==> src/rtl/dmem_arbiter_pkg.sv <==
// Shared types and constants for the data-RAM arbiter between the CPU
// load/store path and the peripheral requester.
package dmem_arb_pkg;

  localparam int ADDR_W_DEF = 12;
  localparam int DATA_W_DEF = 32;
  localparam int CNT_W      = 8;

  typedef enum logic [1:0] {
    IDLE,
    WAIT,
    FORCE
  } arb_state_t;

endpackage

==> src/rtl/dmem_arbiter_if.sv <==
// Bus bundle for the arbiter: CPU port, peripheral port and RAM port.
// slave is the arbiter's view; master is the surrounding system's view.
interface dmem_arbiter_if
  import dmem_arb_pkg::*;
#(
  parameter int ADDR_W = ADDR_W_DEF,
  parameter int DATA_W = DATA_W_DEF
);

  logic              cpu_req;
  logic              cpu_wren;
  logic [ADDR_W-1:0] cpu_addr;
  logic [DATA_W-1:0] cpu_data;
  logic [DATA_W-1:0] cpu_q;
  logic              cpu_stall;

  logic              per_req;
  logic              per_we;
  logic [ADDR_W-1:0] per_addr;
  logic [DATA_W-1:0] per_wdata;
  logic              per_gnt;
  logic              per_rvalid;
  logic [DATA_W-1:0] per_rdata;

  logic              ram_wEn;
  logic [ADDR_W-1:0] ram_addr;
  logic [DATA_W-1:0] ram_dataIn;
  logic [DATA_W-1:0] ram_dataOut;

  modport slave (
    input  cpu_req, cpu_wren, cpu_addr, cpu_data,
    input  per_req, per_we, per_addr, per_wdata,
    input  ram_dataOut,
    output cpu_q, cpu_stall,
    output per_gnt, per_rvalid, per_rdata,
    output ram_wEn, ram_addr, ram_dataIn
  );

  modport master (
    output cpu_req, cpu_wren, cpu_addr, cpu_data,
    output per_req, per_we, per_addr, per_wdata,
    output ram_dataOut,
    input  cpu_q, cpu_stall,
    input  per_gnt, per_rvalid, per_rdata,
    input  ram_wEn, ram_addr, ram_dataIn
  );

endinterface

==> src/rtl/dmem_arbiter_starve_counter.sv <==
// Saturating wait counter for a pending peripheral request; at_limit_o
// flags that the count reaches LIMIT on the coming edge.
module starve_counter
  import dmem_arb_pkg::*;
#(
  parameter int LIMIT = 8
) (
  input  logic clock,
  input  logic reset,
  input  logic clr_i,
  input  logic inc_i,
  output logic at_limit_o
);

  localparam logic [CNT_W-1:0] LIMIT_C = CNT_W'(LIMIT);

  logic [CNT_W-1:0] cnt_q, cnt_d;

  // NOTE: assign a default before any branch so the combinational block cannot infer a latch.
  always_comb begin
    cnt_d = cnt_q;
    if (clr_i) begin
      cnt_d = '0;
    end else if (inc_i && (cnt_q != LIMIT_C)) begin
      cnt_d = cnt_q + CNT_W'(1);
    end
  end

  assign at_limit_o = (cnt_d == LIMIT_C);

  // NOTE: sequential state uses non-blocking assignment so every flop samples pre-edge values.
  always_ff @(posedge clock or negedge reset) begin
    if (!reset) begin
      cnt_q <= '0;
    end else begin
      cnt_q <= cnt_d;
    end
  end

endmodule

==> src/rtl/dmem_arbiter.sv <==
// Single-port data-RAM arbiter: CPU has priority, a starvation counter forces
// a one-cycle CPU stall so a waiting peripheral is served within MAX_WAIT cycles.
module dmem_arbiter
  import dmem_arb_pkg::*;
#(
  parameter int ADDR_W   = ADDR_W_DEF,
  parameter int DATA_W   = DATA_W_DEF,
  parameter int MAX_WAIT = 8
) (
  input  logic          clock,
  input  logic          reset,
  dmem_arbiter_if.slave bus
);

  arb_state_t        state_q, state_d;
  logic              per_own;
  logic              cnt_clr;
  logic              at_limit;
  logic              mux_wen;
  logic [ADDR_W-1:0] mux_addr;
  logic [DATA_W-1:0] mux_wdata;
  logic              per_rvalid_q;
  logic [DATA_W-1:0] per_rdata_q;

  starve_counter #(.LIMIT(MAX_WAIT)) u_starve (
    .clock      (clock),
    .reset      (reset),
    .clr_i      (cnt_clr),
    .inc_i      (~cnt_clr),
    .at_limit_o (at_limit)
  );

  always_ff @(posedge clock or negedge reset) begin
    if (!reset) begin
      state_q <= IDLE;
    end else begin
      state_q <= state_d;
    end
  end

  // A grant or a withdrawn request both end the wait; otherwise keep waiting
  // and escalate once the counter reaches the limit.
  always_comb begin
    state_d = state_q;
    if (cnt_clr) begin
      state_d = IDLE;
    end else if (at_limit) begin
      state_d = FORCE;
    end else begin
      state_d = WAIT;
    end
  end

  always_comb begin
    per_own   = bus.per_req & (~bus.cpu_req | (state_q == FORCE));
    mux_wen   = bus.cpu_req & bus.cpu_wren;
    mux_addr  = bus.cpu_addr;
    mux_wdata = bus.cpu_data;
    if (per_own) begin
      mux_wen   = bus.per_we;
      mux_addr  = bus.per_addr;
      mux_wdata = bus.per_wdata;
    end
  end

  assign cnt_clr        = per_own | ~bus.per_req;
  assign bus.per_gnt    = per_own;
  assign bus.cpu_stall  = per_own & bus.cpu_req;
  assign bus.ram_wEn    = mux_wen;
  assign bus.ram_addr   = mux_addr;
  assign bus.ram_dataIn = mux_wdata;
  assign bus.cpu_q      = bus.ram_dataOut;

  always_ff @(posedge clock or negedge reset) begin
    if (!reset) begin
      per_rvalid_q <= 1'b0;
      per_rdata_q  <= '0;
    end else begin
      per_rvalid_q <= per_own & ~bus.per_we;
      if (per_rvalid_q) begin
        per_rdata_q <= bus.ram_dataOut;
      end
    end
  end

  // RAM data is live during the valid cycle; the register holds it afterwards.
  assign bus.per_rvalid = per_rvalid_q;
  assign bus.per_rdata  = per_rvalid_q ? bus.ram_dataOut : per_rdata_q;

endmodule

==> src/flat_wrapper.sv <==
// flat-port wrapper written by rule: the top's interface ports become plain ports
module dmem_arbiter_flat import dmem_arb_pkg::*;
#(
  parameter int ADDR_W   = ADDR_W_DEF,
  parameter int DATA_W   = DATA_W_DEF,
  parameter int MAX_WAIT = 8
)
  (clock, reset, bus_cpu_req, bus_cpu_wren, bus_cpu_addr, bus_cpu_data, bus_per_req, bus_per_we, bus_per_addr, bus_per_wdata, bus_ram_dataOut, bus_cpu_q, bus_cpu_stall, bus_per_gnt, bus_per_rvalid, bus_per_rdata, bus_ram_wEn, bus_ram_addr, bus_ram_dataIn);
  dmem_arbiter_if #(.ADDR_W(ADDR_W), .DATA_W(DATA_W)) bus_i ();
  input  logic clock;
  input  logic reset;
  input wire logic [$bits(bus_i.cpu_req)-1:0] bus_cpu_req;
  input wire logic [$bits(bus_i.cpu_wren)-1:0] bus_cpu_wren;
  input wire logic [$bits(bus_i.cpu_addr)-1:0] bus_cpu_addr;
  input wire logic [$bits(bus_i.cpu_data)-1:0] bus_cpu_data;
  input wire logic [$bits(bus_i.per_req)-1:0] bus_per_req;
  input wire logic [$bits(bus_i.per_we)-1:0] bus_per_we;
  input wire logic [$bits(bus_i.per_addr)-1:0] bus_per_addr;
  input wire logic [$bits(bus_i.per_wdata)-1:0] bus_per_wdata;
  input wire logic [$bits(bus_i.ram_dataOut)-1:0] bus_ram_dataOut;
  output wire logic [$bits(bus_i.cpu_q)-1:0] bus_cpu_q;
  output wire logic [$bits(bus_i.cpu_stall)-1:0] bus_cpu_stall;
  output wire logic [$bits(bus_i.per_gnt)-1:0] bus_per_gnt;
  output wire logic [$bits(bus_i.per_rvalid)-1:0] bus_per_rvalid;
  output wire logic [$bits(bus_i.per_rdata)-1:0] bus_per_rdata;
  output wire logic [$bits(bus_i.ram_wEn)-1:0] bus_ram_wEn;
  output wire logic [$bits(bus_i.ram_addr)-1:0] bus_ram_addr;
  output wire logic [$bits(bus_i.ram_dataIn)-1:0] bus_ram_dataIn;
  assign bus_i.cpu_req = bus_cpu_req;
  assign bus_i.cpu_wren = bus_cpu_wren;
  assign bus_i.cpu_addr = bus_cpu_addr;
  assign bus_i.cpu_data = bus_cpu_data;
  assign bus_i.per_req = bus_per_req;
  assign bus_i.per_we = bus_per_we;
  assign bus_i.per_addr = bus_per_addr;
  assign bus_i.per_wdata = bus_per_wdata;
  assign bus_i.ram_dataOut = bus_ram_dataOut;
  assign bus_cpu_q = bus_i.cpu_q;
  assign bus_cpu_stall = bus_i.cpu_stall;
  assign bus_per_gnt = bus_i.per_gnt;
  assign bus_per_rvalid = bus_i.per_rvalid;
  assign bus_per_rdata = bus_i.per_rdata;
  assign bus_ram_wEn = bus_i.ram_wEn;
  assign bus_ram_addr = bus_i.ram_addr;
  assign bus_ram_dataIn = bus_i.ram_dataIn;
  dmem_arbiter #(.ADDR_W(ADDR_W), .DATA_W(DATA_W), .MAX_WAIT(MAX_WAIT)) u_core (.clock(clock), .reset(reset), .bus(bus_i));
endmodule
==> config.mk <==
export PLATFORM = sky130hd
export DESIGN_NAME = dmem_arbiter_flat
export DESIGN_NICKNAME = d
export VERILOG_FILES = /design/src/rtl/dmem_arbiter_pkg.sv /design/src/rtl/dmem_arbiter_if.sv /design/src/rtl/dmem_arbiter_starve_counter.sv /design/src/rtl/dmem_arbiter.sv /design/src/flat_wrapper.sv
export SDC_FILE = /design/constraint.sdc
export NUM_CORES = 1
export LEC_CHECK = 0
export ABC_CLOCK_PERIOD_IN_PS = 1900
export BUFFER_PORTS_ARGS = -buffer_cell sky130_fd_sc_hd__buf_2
export CORE_ASPECT_RATIO = 0.5
export CORE_MARGIN = 2
export CORE_UTILIZATION = 25
export DETAILED_ROUTE_END_ITERATION = 12
export SETUP_SLACK_MARGIN = 0.5
export SLEW_MARGIN = 30
export SYNTH_ARGS = -nofsm -noshare
export SYNTH_HDL_FRONTEND = slang
export SYNTH_SLANG_ARGS = --single-unit
==> constraint.sdc <==
create_clock -name clock -period 1.9 [get_ports clock]
set_input_delay 0.19 -clock clock [delete_from_list [all_inputs] [get_ports clock]]
set_output_delay 0.19 -clock clock [all_outputs]
set_load 0.03 [all_outputs]
# [Word-level counts from Yosys, hierarchy flattened]
# Cells that the tools add are included.
[totals] ff_bits=43 out_inout_bits=112 word_cells=27 in_bits=126
[op_classes] eq_ne=3 muxes=8 add_sub_neg=1 n_bitwise=10 n_reduce_logical=1
[ops] cell="two-way mux 32 bit" count=2
[ops] cell="two-way mux 8 bit" count=2
[ops] cell="two-way mux 12 bit" count=1
[ops] cell="adder 8 x 1 -> 8 bit (second input constant)" count=1
[ops] cell="equality test 8 x 4 -> 1 bit (second input constant)" count=1
[ops] cell="!= test 8 x 4 -> 1 bit (second input constant)" count=1
[ops] cell="AND 1 bit" count=4
[ops] cell="two-way mux 2 bit" count=2
[ops] cell="inverter 1 bit" count=4
[ops] cell="equality test 2 bit (second input constant)" count=1
[ops] cell="OR 1 bit" count=2
[ops] cell="logical AND 1 bit" count=1
[ops] cell="two-way mux 1 bit" count=1

# [Depth between registers and ports, before layout]
[depth] ltp_word=11 depth_mapped=7 depth_no_buf=6

# [Cells and area by module]
# From an unflattened synthesis, not the netlist that was laid out.
[unflattened] hier_cells=224 area_unflattened_um2=2697.6
[modules_own_cells] mod="dmem_arbiter" seq_area_each_um2=875.8 cells_each=165 instances=1 area_each_um2=2137.0
[modules_own_cells] mod="starve_counter" seq_area_each_um2=200.2 cells_each=59 instances=1 area_each_um2=560.5

# [Worst setup path before layout]
# Ideal clock, no wire load.
[synth_path] path_kind="register to output" start="reg u_core.state_q[0]" end="out bus_ram_dataIn[25]" path_buffers=2 t_arrival_ns=1.585 t_required_ns=1.710 path_slack_ns=0.125 stages_incl_launch_ff=7 cell_sequence="dfrtp_1 nand2b_1 nand2_1 and2_1 buf_2 buf_4 mux2_1"
[synth_via] elab_chain_cells=4
[synth_lines] element="start, declared" line_no="dmem_arbiter.sv:15" text="arb_state_t state_q, state_d;"
[synth_lines] element="start signal, assigned" line_no="dmem_arbiter.sv:37" text="state_q <= state_d;"
[synth_lines] element="equality test 2 bit" line_no="dmem_arbiter.sv:55" text="per_own = bus.per_req & (~bus.cpu_req | (state_q == FORCE));"
[synth_lines] element="OR 1 bit" line_no="dmem_arbiter.sv:55"
[synth_lines] element="AND 1 bit" line_no="dmem_arbiter.sv:55"
[synth_lines] element="via bus_per_gnt" line_no="flat_wrapper.sv:23" text="output wire logic [$bits(bus_i.per_gnt)-1:0] bus_per_gnt;"
[synth_lines] element="two-way mux 32 bit" line_no="dmem_arbiter.sv:59" text="if (per_own) begin"
[synth_lines] element="end, declared" line_no="flat_wrapper.sv:28" text="output wire logic [$bits(bus_i.ram_dataIn)-1:0] bus_ram_dataIn;"
# The timed path passes the listed nets, and every way through them passes these cells.

# [Worst setup path after layout]
[layout_path] start="reg u_core.state_q[0]" end="out bus_ram_addr[6]"
[layout_via] elab_chain_cells=4
[layout_lines] element="equality test 2 bit" line_no="dmem_arbiter.sv:55"
[layout_lines] element="OR 1 bit" line_no="dmem_arbiter.sv:55"
[layout_lines] element="AND 1 bit" line_no="dmem_arbiter.sv:55"
[layout_lines] element="two-way mux 12 bit" line_no="dmem_arbiter.sv:59"
[layout_lines] element="end, declared" line_no="flat_wrapper.sv:27" text="output wire logic [$bits(bus_i.ram_addr)-1:0] bus_ram_addr;"
# No other way between the ends.

==> flow_metrics.tcl <==
set metrics [dict create \
    synth_nets 349 \
    synth_area_leaders "dfrtp_1 41%, mux2_1 25%, buf_4 10%" \
    reg2reg_from "u_core.u_starve.cnt_q[1]$_DFF_PN0_" \
    cts_tree "built" \
    crit_type "flip-flop to primary output" \
    grt_pass1_wl_um 15080 \
    nFillCells 884 \
    synth_top_cell_by_area "dfrtp_1" \
    antenna_found_initial 0 \
    drive_above_1_share 0.8443 \
    synth_commonest_cells "59 x mux2_1, 43 x dfrtp_1, 35 x buf_4, 18 x mux2_2, 10 x nor2_1" \
    clock_skew_ns 0.007086 \
    ant_nets 0 \
    nets 596 \
    multi_input_comb_area_mm2 0.001602 \
    syn_area_mm2 0.002614 \
    status "complete, but fails checks" \
    die_w_um 148.6 \
    place_inst 562 \
    grt_pass1_vias 2699 \
    drc 0 \
    cts_buffers 5 \
    cts_buffer_depth 2 \
    via_per_inst 4.236 \
    clkSlewWorstSetupHoldPaths_ns 0.07 \
    yosysWarnings 0 \
    synth_top_area_frac 0.4117 \
    layout_min_cycle_time_ns 1.919 \
    total_power_w 0.003923 \
    p_leak_nw 2.711 \
    fmax_mhz 521.0 \
    clock_sinks 43 \
    io_pins 238 \
    cts.root.buffer_cell "clkbuf_16" \
    hp-start "bus_per_we" \
    grt-ovfl-total 0 \
    rsz0062_at_grt "true" \
    syn_inst 221 \
    peakVddDrop_uv 367.7 \
    crit_start "u_core.state_q[0]$_DFF_PN0_" \
    crit_required_ns 1.71 \
    std_cell_rows 26 \
    antenna_cells 0 \
    maxSlewViolCount 0 \
    wl_um 10390 \
    cp_max_fo 5 \
    synth-async-reset-ratio 1.000 \
    dieArea_mm2 0.01134 \
    grt_usage 0.1700 \
    place_congestion 0.7814 \
    period_share 1.010 \
    ys.flop_type "dfrtp_1" \
    start_kind "flip-flop" \
    hold_viol 0 \
    max-slew-margin-rel 0.8315 \
    port_buffers 237 \
    route.vias.total 2580 \
    dp_hpwl_um 7244 \
    yosysMostFrequentCell "mux2_1" \
    synth_seq_cells 43 \
    wire_per_inst_um 17.06 \
    worstMarginPinSlew_ns 0.2506 \
    cp-end-kind "primary output" \
    start_util 0.2567 \
    synth_edf_count 0 \
    coreArea_mm2 0.01018 \
    drv_cap 0 \
    powerDensity_mw_per_mm2 735.0 \
    clkLatencyLatePin_ns 0.28 \
    area_delta_synth_final_pct 104.2 \
    drt_iter0_markers 75 \
    final.setup.worst_slack_ns -0.01946 \
    grt_max_degree 44 \
    h-tree-depth 2 \
    die_h_um 76.30 \
    r2r_slack_ns 0.41 \
    ys_seq_area_frac 0.4117 \
    pre_cts_ws_ns 0.1874 \
    synth_cell_types 32 \
    hold_class "input pin to flip-flop" \
    dr.pass1.iters 4 \
    fin_cells 609 \
    worstPathArrival_ns 1.73 \
    setup_viol 13 \
    synth_area_per_cell_um2 11.83 \
    seqCellArea_mm2 0.001082 \
    violations "negative setup slack" \
    fin_setup_tns_ns -0.1647 \
]
## final cells by class
cell class | count | area share
multi-input combinational | 130 | 0.3000
clock inverter | 3 | 0.008204
clock buffer | 5 | 0.02344
timing repair buffer | 284 | 0.4294
inverter | 4 | 0.003282
sequential | 43 | 0.2028
tap | 140 | 0.03282
## registers in the layout, indices dropped and copies added, names as in the netlist
name,count
u_core.bus.per_rvalid,1
u_core.per_rdata_q,32
u_core.state_q,2
u_core.u_starve.cnt_q,8
## layout by cell type (no fill, tap or decap), types with 2 or more instances in the layout
master	netlist	final
buf_2	6	157
buf_6	1	94
mux2_4	0	74
dfrtp_1	43	38
buf_4	35	18
nor2_1	10	9
clkbuf_16	0	8
buf_12	0	5
dfrtp_2	0	5
nand3_2	1	3
xnor2_1	4	3
inv_2	0	3
xor2_1	3	3
nand2_1	5	3
mux2_2	18	3
buf_16	0	3
buf_8	0	3
nor3_4	1	2
a21oi_1	2	2
nand3_1	4	2
and3_1	3	2
o211ai_1	2	2
nand2_4	0	2
and2_4	0	2
ha_4	0	2
## worst max-delay path: stages (launching register included)
cell,delay (ns)
dfrtp_1,0.36
nand2b_4,0.15
nand2_4,0.08
and2_4,0.21
buf_6,0.15
mux2_2,0.35
buf_6,0.15
## final timing paths
path                                                       to  depth (start not counted)
max reg2reg                       u_core.state_q[0]$_DFF_PN0_                          6
max                                           bus_ram_addr[6]                          6
min reg2reg                   u_core.per_rdata_q[4]$_DFF_PN0_                          1
max in group asynchronous  u_core.u_starve.cnt_q[1]$_DFF_PN0_                          3
min in group asynchronous    u_core.per_rdata_q[10]$_DFF_PN0_                          3
min                           u_core.bus.per_rvalid$_DFF_PN0_                          2
## through the flow
stage	hold WS (ns)	cell area [µm²]	utilization
floorplan	-0.1056	2858	-
global placement	0.1873	3960	0.3889
detailed placement	0.1903	3960	0.3889
CTS	0.07324	4900	0.4812
global route	0.1193	5338	0.5242
finish	0.1067	5338	0.5242
## cell families (layout without fill, tap and decap cells)
kind of cell    count (synthesis)  after routing  synth area share
mux                            77             77            0.3317
compound gates                 10             10           0.02680
xor+xnor                        7              7           0.02346
flops                          43             43            0.4117
fa+ha+maj                       2              2          0.009572
buf+inv                        49            296            0.1264
simple gates                   33             34           0.07037
## timing repair
item / 4_1_cts / 5_1_grt
gates resized for setup: 164 / 90
endpoints found under the setup margin: 80 / 83
cloned: 3 / 4
pin swaps: 3 / 3
hold endpoints to repair: 43 / 0
hold buffers: 1 / 0
buffers inserted: 19 / 12
## per-layer routing
| layer | GRT usage | routed length [µm] |
|---|---|---|
| met5 | 0 | 0 |
| met4 | 0.03905 | 207 |
| met3 | 0.03114 | 629 |
| met2 | 0.3032 | 5203 |
| met1 | 0.2142 | 4351 |
## power by group
part | internal (W) | switching (W) | leakage, nW
Sequential | 0.00105 | 0.0000427 | 0.521
Clock | 0.000620 | 0.000365 | 0.0838
Combinational | 0.000928 | 0.000920 | 2.11
Power figures use the tool's default switching activity.
